$ cat src/rtl/alu_op_control.sv
// alu_op_control
// Registered opcode -> ALU operation decoder for the 16-bit datapath.
// Each valid opcode is decoded combinationally and captured on the next
// rising edge, so the ALU sees the operation select one cycle later.
// When no opcode is valid, the operation select and illegal flag keep
// their last values and out_valid drops.
//
// Build option: ALUOP_ILLEGAL_TRAP_EN
//   defined   : unmapped opcodes (0111, 1110, 1111) give aluop = 111 (trap)
//               and illegal = 1.
//   undefined : unmapped opcodes give aluop = 000 (AND, harmless) and the
//               illegal output is held at 0. The port exists in both builds.

module alu_op_control (
  input  logic       clk,
  input  logic       rst_n,
  input  logic       in_valid,
  input  logic [3:0] opcode,
  output logic [2:0] aluop,
  output logic       out_valid,
  output logic       illegal
);

  localparam logic [2:0] ALU_AND  = 3'b000;
  localparam logic [2:0] ALU_OR   = 3'b001;
  localparam logic [2:0] ALU_NOR  = 3'b010;
  localparam logic [2:0] ALU_ADD  = 3'b011;
  localparam logic [2:0] ALU_SUB  = 3'b100;
  localparam logic [2:0] ALU_SLT  = 3'b101;
  localparam logic [2:0] ALU_TRAP = 3'b111;

`ifdef ALUOP_ILLEGAL_TRAP_EN
  localparam logic [2:0] ILL_ALUOP = ALU_TRAP;
  localparam logic       ILL_FLAG  = 1'b1;
`else
  localparam logic [2:0] ILL_ALUOP = ALU_AND;
  localparam logic       ILL_FLAG  = 1'b0;
`endif

  logic [2:0] dec_aluop;
  logic       dec_illegal;

  logic [2:0] aluop_q,     aluop_d;
  logic       illegal_q,   illegal_d;
  logic       out_valid_q, out_valid_d;

  // Pure opcode decode; everything not explicitly mapped is illegal.
  always_comb begin
    dec_aluop   = ILL_ALUOP;
    dec_illegal = ILL_FLAG;
    case (opcode)
      4'b0000: begin dec_aluop = ALU_AND; dec_illegal = 1'b0; end
      4'b0001: begin dec_aluop = ALU_OR;  dec_illegal = 1'b0; end
      4'b0010: begin dec_aluop = ALU_NOR; dec_illegal = 1'b0; end
      4'b0011: begin dec_aluop = ALU_ADD; dec_illegal = 1'b0; end
      4'b0100: begin dec_aluop = ALU_SUB; dec_illegal = 1'b0; end
      4'b0101: begin dec_aluop = ALU_SLT; dec_illegal = 1'b0; end
      // compare/subtract variant
      4'b0110: begin dec_aluop = ALU_SUB; dec_illegal = 1'b0; end
      // memory address calculation
      4'b1000, 4'b1001,
      4'b1010, 4'b1011: begin dec_aluop = ALU_ADD; dec_illegal = 1'b0; end
      // branch compare
      4'b1100, 4'b1101: begin dec_aluop = ALU_SUB; dec_illegal = 1'b0; end
      default: begin
        dec_aluop   = ILL_ALUOP;
        dec_illegal = ILL_FLAG;
      end
    endcase
  end

  // Capture a new decode only for valid opcodes; otherwise hold, so an
  // undefined opcode with in_valid low never reaches the outputs.
  always_comb begin
    aluop_d     = aluop_q;
    illegal_d   = illegal_q;
    out_valid_d = 1'b0;
    if (in_valid) begin
      aluop_d     = dec_aluop;
      illegal_d   = dec_illegal;
      out_valid_d = 1'b1;
    end
  end

  // Output registers with asynchronous active-low reset.
  always_ff @(posedge clk or negedge rst_n) begin
    if (!rst_n) begin
      aluop_q     <= ALU_AND;
      illegal_q   <= 1'b0;
      out_valid_q <= 1'b0;
    end else begin
      aluop_q     <= aluop_d;
      illegal_q   <= illegal_d;
      out_valid_q <= out_valid_d;
    end
  end

  assign aluop     = aluop_q;
  assign illegal   = illegal_q;
  assign out_valid = out_valid_q;

endmodule

$ cat config.mk
export PLATFORM = sky130hd
export DESIGN_NAME = alu_op_control
export DESIGN_NICKNAME = d
export VERILOG_FILES = /design/src/rtl/alu_op_control.sv
export SDC_FILE = /design/constraint.sdc
export NUM_CORES = 1
export LEC_CHECK = 0
export CAP_MARGIN = 5
export CORE_AREA = 2 2 39 41
export CTS_CLUSTER_DIAMETER = 30
export DETAILED_ROUTE_END_ITERATION = 12
export DIE_AREA = 0 0 41 43
export GPL_TIMING_DRIVEN = 1
export PLACE_DENSITY = 0.33
export SETUP_SLACK_MARGIN = 0.2
export SKIP_CTS_REPAIR_TIMING = 1
export SLEW_MARGIN = 20
export SYNTH_ARGS = -nofsm -noshare
export SYNTH_HDL_FRONTEND = slang
export SYNTH_SLANG_ARGS = --single-unit
$ cat constraint.sdc
create_clock -name clk -period 1.2 [get_ports clk]
set_clock_uncertainty 0.15 [all_clocks]
set_input_delay 0.3 -clock clk [delete_from_list [all_inputs] [get_ports clk]]
set_output_delay 0.3 -clock clk [all_outputs]
set_load 0.05 [all_outputs]
# Word level (Yosys, flattened, before mapping)
# Memory sizes are Yosys's and may differ from the RTL's. A register that Yosys moved wholly into a read port is not among the register bits.
# Cells that the tools add are included.
# W data, S select, Z words.
[classes] eq_ne=0 n_shift=0 mux=1 div_mod_pow=0 mul=0 order_cmp=0 reduce_logical=1 bitwise_logic=0 n_addsub=0
[op_table] cell="$logic_not A1 Y1" n=1
[op_table] cell="$mux W1" n=1
[word_totals] latch_bits=0 ff_bits=2 mem_bits_ro=48 n_memories=1 wordCells=5 ram_bits=0 in_bits=7
[memory_table] memory="(no name shown)" depth=16 width=3 rd=1 rd_clocked_by_memory_dff=1 write_ports=0 line="51" rtl="case (opcode)"

# Longest topological paths before layout
# Gate-level depths: netlist of run 1.
[depth] ltp_word=1 depth_mapped=2 ltp_nobuf=2

# Worst setup path before layout of run 1
# OpenSTA, ideal clock, no wires.
[synth_path] kind="reg-to-reg" from="reg, netlist name aluop[2]" to="reg aluop_q[2] (netlist: aluop[2])" stages_incl_launch_ff=3 arrival_ps=910 setup_slack_ps=20 t_required_ps=930 path_cell_list="dfrtp_1 > nor2b_1 > a31o_1"
[synth_lines] item="end: declaration" line="43" rtl="logic [2:0] aluop_q, aluop_d;"

# Worst setup path after layout of run 1
[layout_path] from="reg aluop_q[1] (netlist: aluop[1])" to="out aluop[1]"
[layout_lines] item="end: declaration" line="19" rtl="output logic [2:0] aluop,"
# No word-level cell between the ends.

==> results.yml, run 1 <==
status:
  outcome: "finished, violations left"
  violations: "setup timing"
final_layout:
  diodes: 0
  area_delta_synth_final_pct: 121
  layout.nets: 38
  design_area_um2: 384
  nFillCells: 142
  drive_above_1_share_pct: 48.3
  multi_input_area_um2: 76.3
  register_area_um2: 105
  utilization_pct: 27.8
power_and_ir_drop:
  peakVddDrop_uv: 351
  power.density_cell_area_nw_per_um2: 1250
  clock_power_share_pct: 35.3
  seq_power_share_pct: 33.8
  leakagePower_uw: 0.000197
  p_int_uw: 336
  combPwrFrac_pct: 30.9
  switching_share_pct: 30.1
  p_sw_uw: 145
timing:
  worst_slack_ps: -55.8
  finalCriticalPeriod_ps: 1260
  tns_ps: -195
  max_freq_mhz: 796
  hold_viol: 0
  setup-violations-final: 4
  slew_violations: 0
  fin_crit_sh_pct: 105
  rsz0062_at_grt: "true"
  whs_ps: 123
placement:
  portBuffers: 10
  place_ws_ps: -220
  placed_cell_area_um2: 332
  place.gp.congestion: 0.671
cts:
  clk_path_buf_depth: 2
  cts_buffers: 3
  clock-sinks: 4
  path_clk_slew_ps: 40
  root_buffer: "clkbuf_4"
  cts_tree: "done"
  htree_levels: 1
  clk_latency_ps: 230
min_path:
  hold_class: "input pin to asynchronous set/reset pin"
drt:
  drt_iter0_drc: 6
  firstDrtPassIters: 4
  detail-route-antenna-nets: 0
  totalWireLength_um: 449
  drt-wirelength-per-cell_um: 9.98
  num_vias: 168
  viasPerCell: 3.73
  drc: 0
synthesis:
  avgSynthCellArea_um2: 10.2
  ys_seq_area_share_pct: 57.6
  synth_area_um2: 174
  ys_seq_elements: 4
  synth_cells: 17
  ys_warn_count: 0
  syn-num-nets: 24
  yosysUniqueCellTypes: 12
global_route:
  grt_max_degree: 8
  grt_pass1_vias: 159
  grt_pass1_wl_um: 683
  overflow: 0
  antenna_found_initial: 0
  grt_use_total_pct: 6.83
worst_setup_path:
  endpoint: "aluop[1]"
  cp-start-kind: "flip-flop"
  cpMaxStageDelayCell: "dfrtp_2"
  cp.depth: 1
  crit_fanout: 2
  r2r-start: "aluop[2]$_DFFE_PN0P_"
  r2r_cells: 2
  path_class: "flip-flop to output pin"
  required_ps: 750
  critPathTopFamily: "flip-flops"
  r2r_slack_ps: 220
  timing.rr.end: "aluop[2]$_DFFE_PN0P_"
  end_kind: "output pin"
  crit_buf_inv: 1
  cp.arrival_ps: 810
  cp_cell_sequence: "buf_12"
  critPathMaxStageDelay_ps: 420
  startpoint: "aluop[1]$_DFFE_PN0P_"
die:
  ios: 12
  dieHeight_um: 43
  initial_utilization_pct: 12.6
  rows: 14
  dieArea_um2: 1760
  fp.dieW_um: 41
  fp.coreArea_um2: 1380
flow_run:
  maxCapViolCount: 0
## cell families (layout without fill, tap and decap cells)
kind of cell,Yosys count,in the layout,share of synthesized area [%]
AOI/OAI and AO/OA,6,6,22.3
buffers and inverters,3,15,8.64
DFF,4,4,57.6
other,1,1,2.16
and+or+nand+nor,3,3,9.36
## synthesized netlist by cell type (all sizes together)
| cell | count | share of area, % |
|---|---|---|
| o21a | 1 | 4.3 |
| nor2b | 1 | 3.6 |
| conb | 1 | 2.2 |
| o22ai | 2 | 7.2 |
| o21ai | 2 | 5.7 |
| buf | 1 | 4.3 |
| dfrtp | 4 | 58 |
| nor2 | 1 | 2.2 |
| a31o | 1 | 5.0 |
| nand2b | 1 | 3.6 |
| inv | 2 | 4.3 |
## state kept, by name, summed over array words and instances, names as in the netlist
| signal | flops |
|---|---|
| aluop | 3 |
| out_valid | 1 |
## layout by cell type (no fill, tap or decap)
cell type and n:
a31o_1 1, buf_12 4, clkbuf_4 3, clkdlybuf4s50_1 1, conb_1 1, dfrtp_2 4, dlymetal6s2s_1 5, inv_1 2
nand2b_1 1, nor2_1 1, nor2b_4 1, o21a_1 1, o21ai_1 1, o21ai_2 1, o22ai_1 1, o22ai_2 1
## stage by stage
| stage | cells | power [µW] |
|---|---|---|
| final | 45 | 481 |
| after global routing | 45 | 508 |
| after CTS | 45 | 485 |
| after detailed placement | 42 | 307 |
| after global placement | 42 | 307 |
| after floorplan | 17 | 224 |
## area by class of cell
type	instances	area share (%)
Inverter	2	1.95
Tap cell	16	5.21
Clock buffer	3	5.86
Sequential cell	4	27.4
Multi-Input combinational cell	10	19.9
Timing Repair Buffer	10	39.7
## routing by layer
| metal | track usage [%] | vias up | share of wire, % |
|---|---|---|---|
| li1 | - | 80 | - |
| met1 | 7.42 | 77 | 38 |
| met2 | 6.56 | 9 | 49 |
| met3 | 3.14 | 2 | 8.0 |
| met4 | 12.0 | 0 | 4.5 |
| met5 | 0 | - | 0 |
## worst min path at each step
stage | slack, ps | to | cells past startpoint | startpoint
6_report | 120 | aluop[2]$_DFFE_PN0P_ | 1 | rst_n
5_1_grt | 130 | out_valid$_DFF_PN0_ | 1 | rst_n
4_1_cts | 120 | aluop[2]$_DFFE_PN0P_ | 1 | rst_n
3_5_place_dp | 380 | aluop[2]$_DFFE_PN0P_ | 1 | rst_n
3_3_place_gp | 380 | out_valid$_DFF_PN0_ | 1 | rst_n
2_1_floorplan | -150 | aluop[0]$_DFFE_PN0P_ | 0 | rst_n
## power by group through the flow
stage,combinational (µW),clock (µW),sequential (µW)
floorplan,25.4,0,198
global placement,143,0,163
detailed placement,143,0,164
CTS,143,180,162
global route,158,187,163
finish,149,169,162
Power figures use the tool's default switching activity.
==> run 2, diff against run 1 <==
Settings changed: RECOVER_POWER set to 100.
==> run 2 against run 1 <==
The run still ends with setup timing left; final cell count is the same; non-clock buffer count is the same; sequential cell count is the same; register-to-register slack is essentially flat; global-route usage is the same; utilization shrank 1.4 points; worst setup slack is essentially flat; power shrank 1.6%; largest power group unchanged.
==> results.yml, run 2 (synthesized netlist as in run 1, its figures left out) <==
global_route:
  grt_use_total_pct: 6.83
  antenna_found_initial: 0
  grt_pass1_vias: 159
  grt_pass1_wl_um: 683
  overflow: 0
  grt_max_degree: 8
cts:
  cts_buffers: 3
  path_clk_slew_ps: 40
  clk_path_buf_depth: 2
  root_buffer: "clkbuf_4"
  clk_latency_ps: 230
  htree_levels: 1
  cts_tree: "done"
  clock-sinks: 4
drt:
  detail-route-antenna-nets: 0
  num_vias: 167
  drc: 0
  totalWireLength_um: 447
  drt-wirelength-per-cell_um: 9.93
  drt_iter0_drc: 6
  viasPerCell: 3.71
  firstDrtPassIters: 4
die:
  dieHeight_um: 43
  dieArea_um2: 1760
  rows: 14
  fp.coreArea_um2: 1380
  initial_utilization_pct: 12.6
  fp.dieW_um: 41
  ios: 12
placement:
  place.gp.congestion: 0.671
  dpl.cell_count: 42
  portBuffers: 10
timing:
  fin_crit_sh_pct: 105
  worst_slack_ps: -56.1
  tns_ps: -194
  setup-violations-final: 4
  max_freq_mhz: 796
  hold_viol: 0
  rsz0062_at_grt: "true"
  finalCriticalPeriod_ps: 1260
  slew_violations: 0
final_layout:
  area_delta_synth_final_pct: 109
  stdcell_count: 45
  nFillCells: 144
  largest_reg_flops: 3
  diodes: 0
  utilization_pct: 26.3
  drive_above_1_share_pct: 41.4
  final_cell_mix: "dfrtp_2 (4), dlymetal6s2s_1 (4), buf_12 (4)"
  layout.nets: 38
power_and_ir_drop:
  p_int_uw: 330
  clock_power_share_pct: 35.9
  switching_share_pct: 30.2
  combPwrFrac_pct: 29.8
  power.density_cell_area_nw_per_um2: 1300
  seq_power_share_pct: 34.3
  peakVddDrop_uv: 349
  total_power_uw: 473
  p_sw_uw: 143
  leakagePower_uw: 0.000182
worst_setup_path:
  crit_buf_inv: 1
  r2r_slack_ps: 210
  required_ps: 750
  critPathTopFamily: "flip-flops"
  path_class: "flip-flop to output pin"
  end_kind: "output pin"
  timing.rr.end: "aluop[2]$_DFFE_PN0P_"
  critPathMaxStageDelay_ps: 420
  cp.arrival_ps: 810
  r2r_cells: 2
  cp-start-kind: "flip-flop"
  cpMaxStageDelayCell: "dfrtp_2"
  crit_fanout: 2
  r2r-start: "aluop[2]$_DFFE_PN0P_"
  cp_cell_sequence: "buf_12"
min_path:
  holdPathStages: 1
  hold_class: "input pin to flip-flop"
  hp-start: "in_valid"
  min_to: "out_valid$_DFF_PN0_"
flow_run:
  maxCapViolCount: 0
status:
  violations: "setup timing"
  outcome: "finished, violations left"
## run 2: final cells by class
class                           count  area [µm²]  area share, %
Sequential cell                     4         105           28.9
Multi-Input combinational cell     10        65.1           17.9
Clock buffer                        3        22.5           6.19
Timing Repair Buffer               10         144           39.5
Inverter                            2        7.51           2.06
Tap cell                           16        20.0           5.50
## run 2: worst max-delay path by stage
stage	start	endpoint	slack, ps	depth (start not counted)
floorplan	aluop[2]$_DFFE_PN0P_	aluop[2]$_DFFE_PN0P_	110	2
global placement	in_valid	aluop[2]$_DFFE_PN0P_	-200	3
detailed placement	in_valid	aluop[2]$_DFFE_PN0P_	-220	3
CTS	aluop[1]$_DFFE_PN0P_	aluop[1]	-70	1
global route	aluop[1]$_DFFE_PN0P_	aluop[1]	-70	1
finish	aluop[1]$_DFFE_PN0P_	aluop[1]	-60	1
## run 2: layer usage
metal	wire length [µm]	vias to the layer above	track usage [%]	share of wire, %
met4	20	0	12.0	4.5
met5	0	-	0	0
met3	42	2	3.14	9.4
li1	-	80	-	-
met2	220	12	6.56	49
met1	164	73	7.42	37
## run 2: metrics by stage
step           cell area [µm²]  setup slack [ps]  hold slack [ps]
4_1_cts                    354             -66.7              123
2_1_floorplan              179               108             -146
3_5_place_dp               332              -220              375
6_report                   364             -56.1              159
5_1_grt                    364             -74.7              187
3_3_place_gp               332              -198              377
## run 2: power by group through the flow
stage	registers (µW)	logic [µW]	clock network (µW)
5_1_grt	163	150	187
4_1_cts	162	143	180
2_1_floorplan	198	25.4	0
3_3_place_gp	163	143	0
3_5_place_dp	164	143	0
6_report	162	141	170
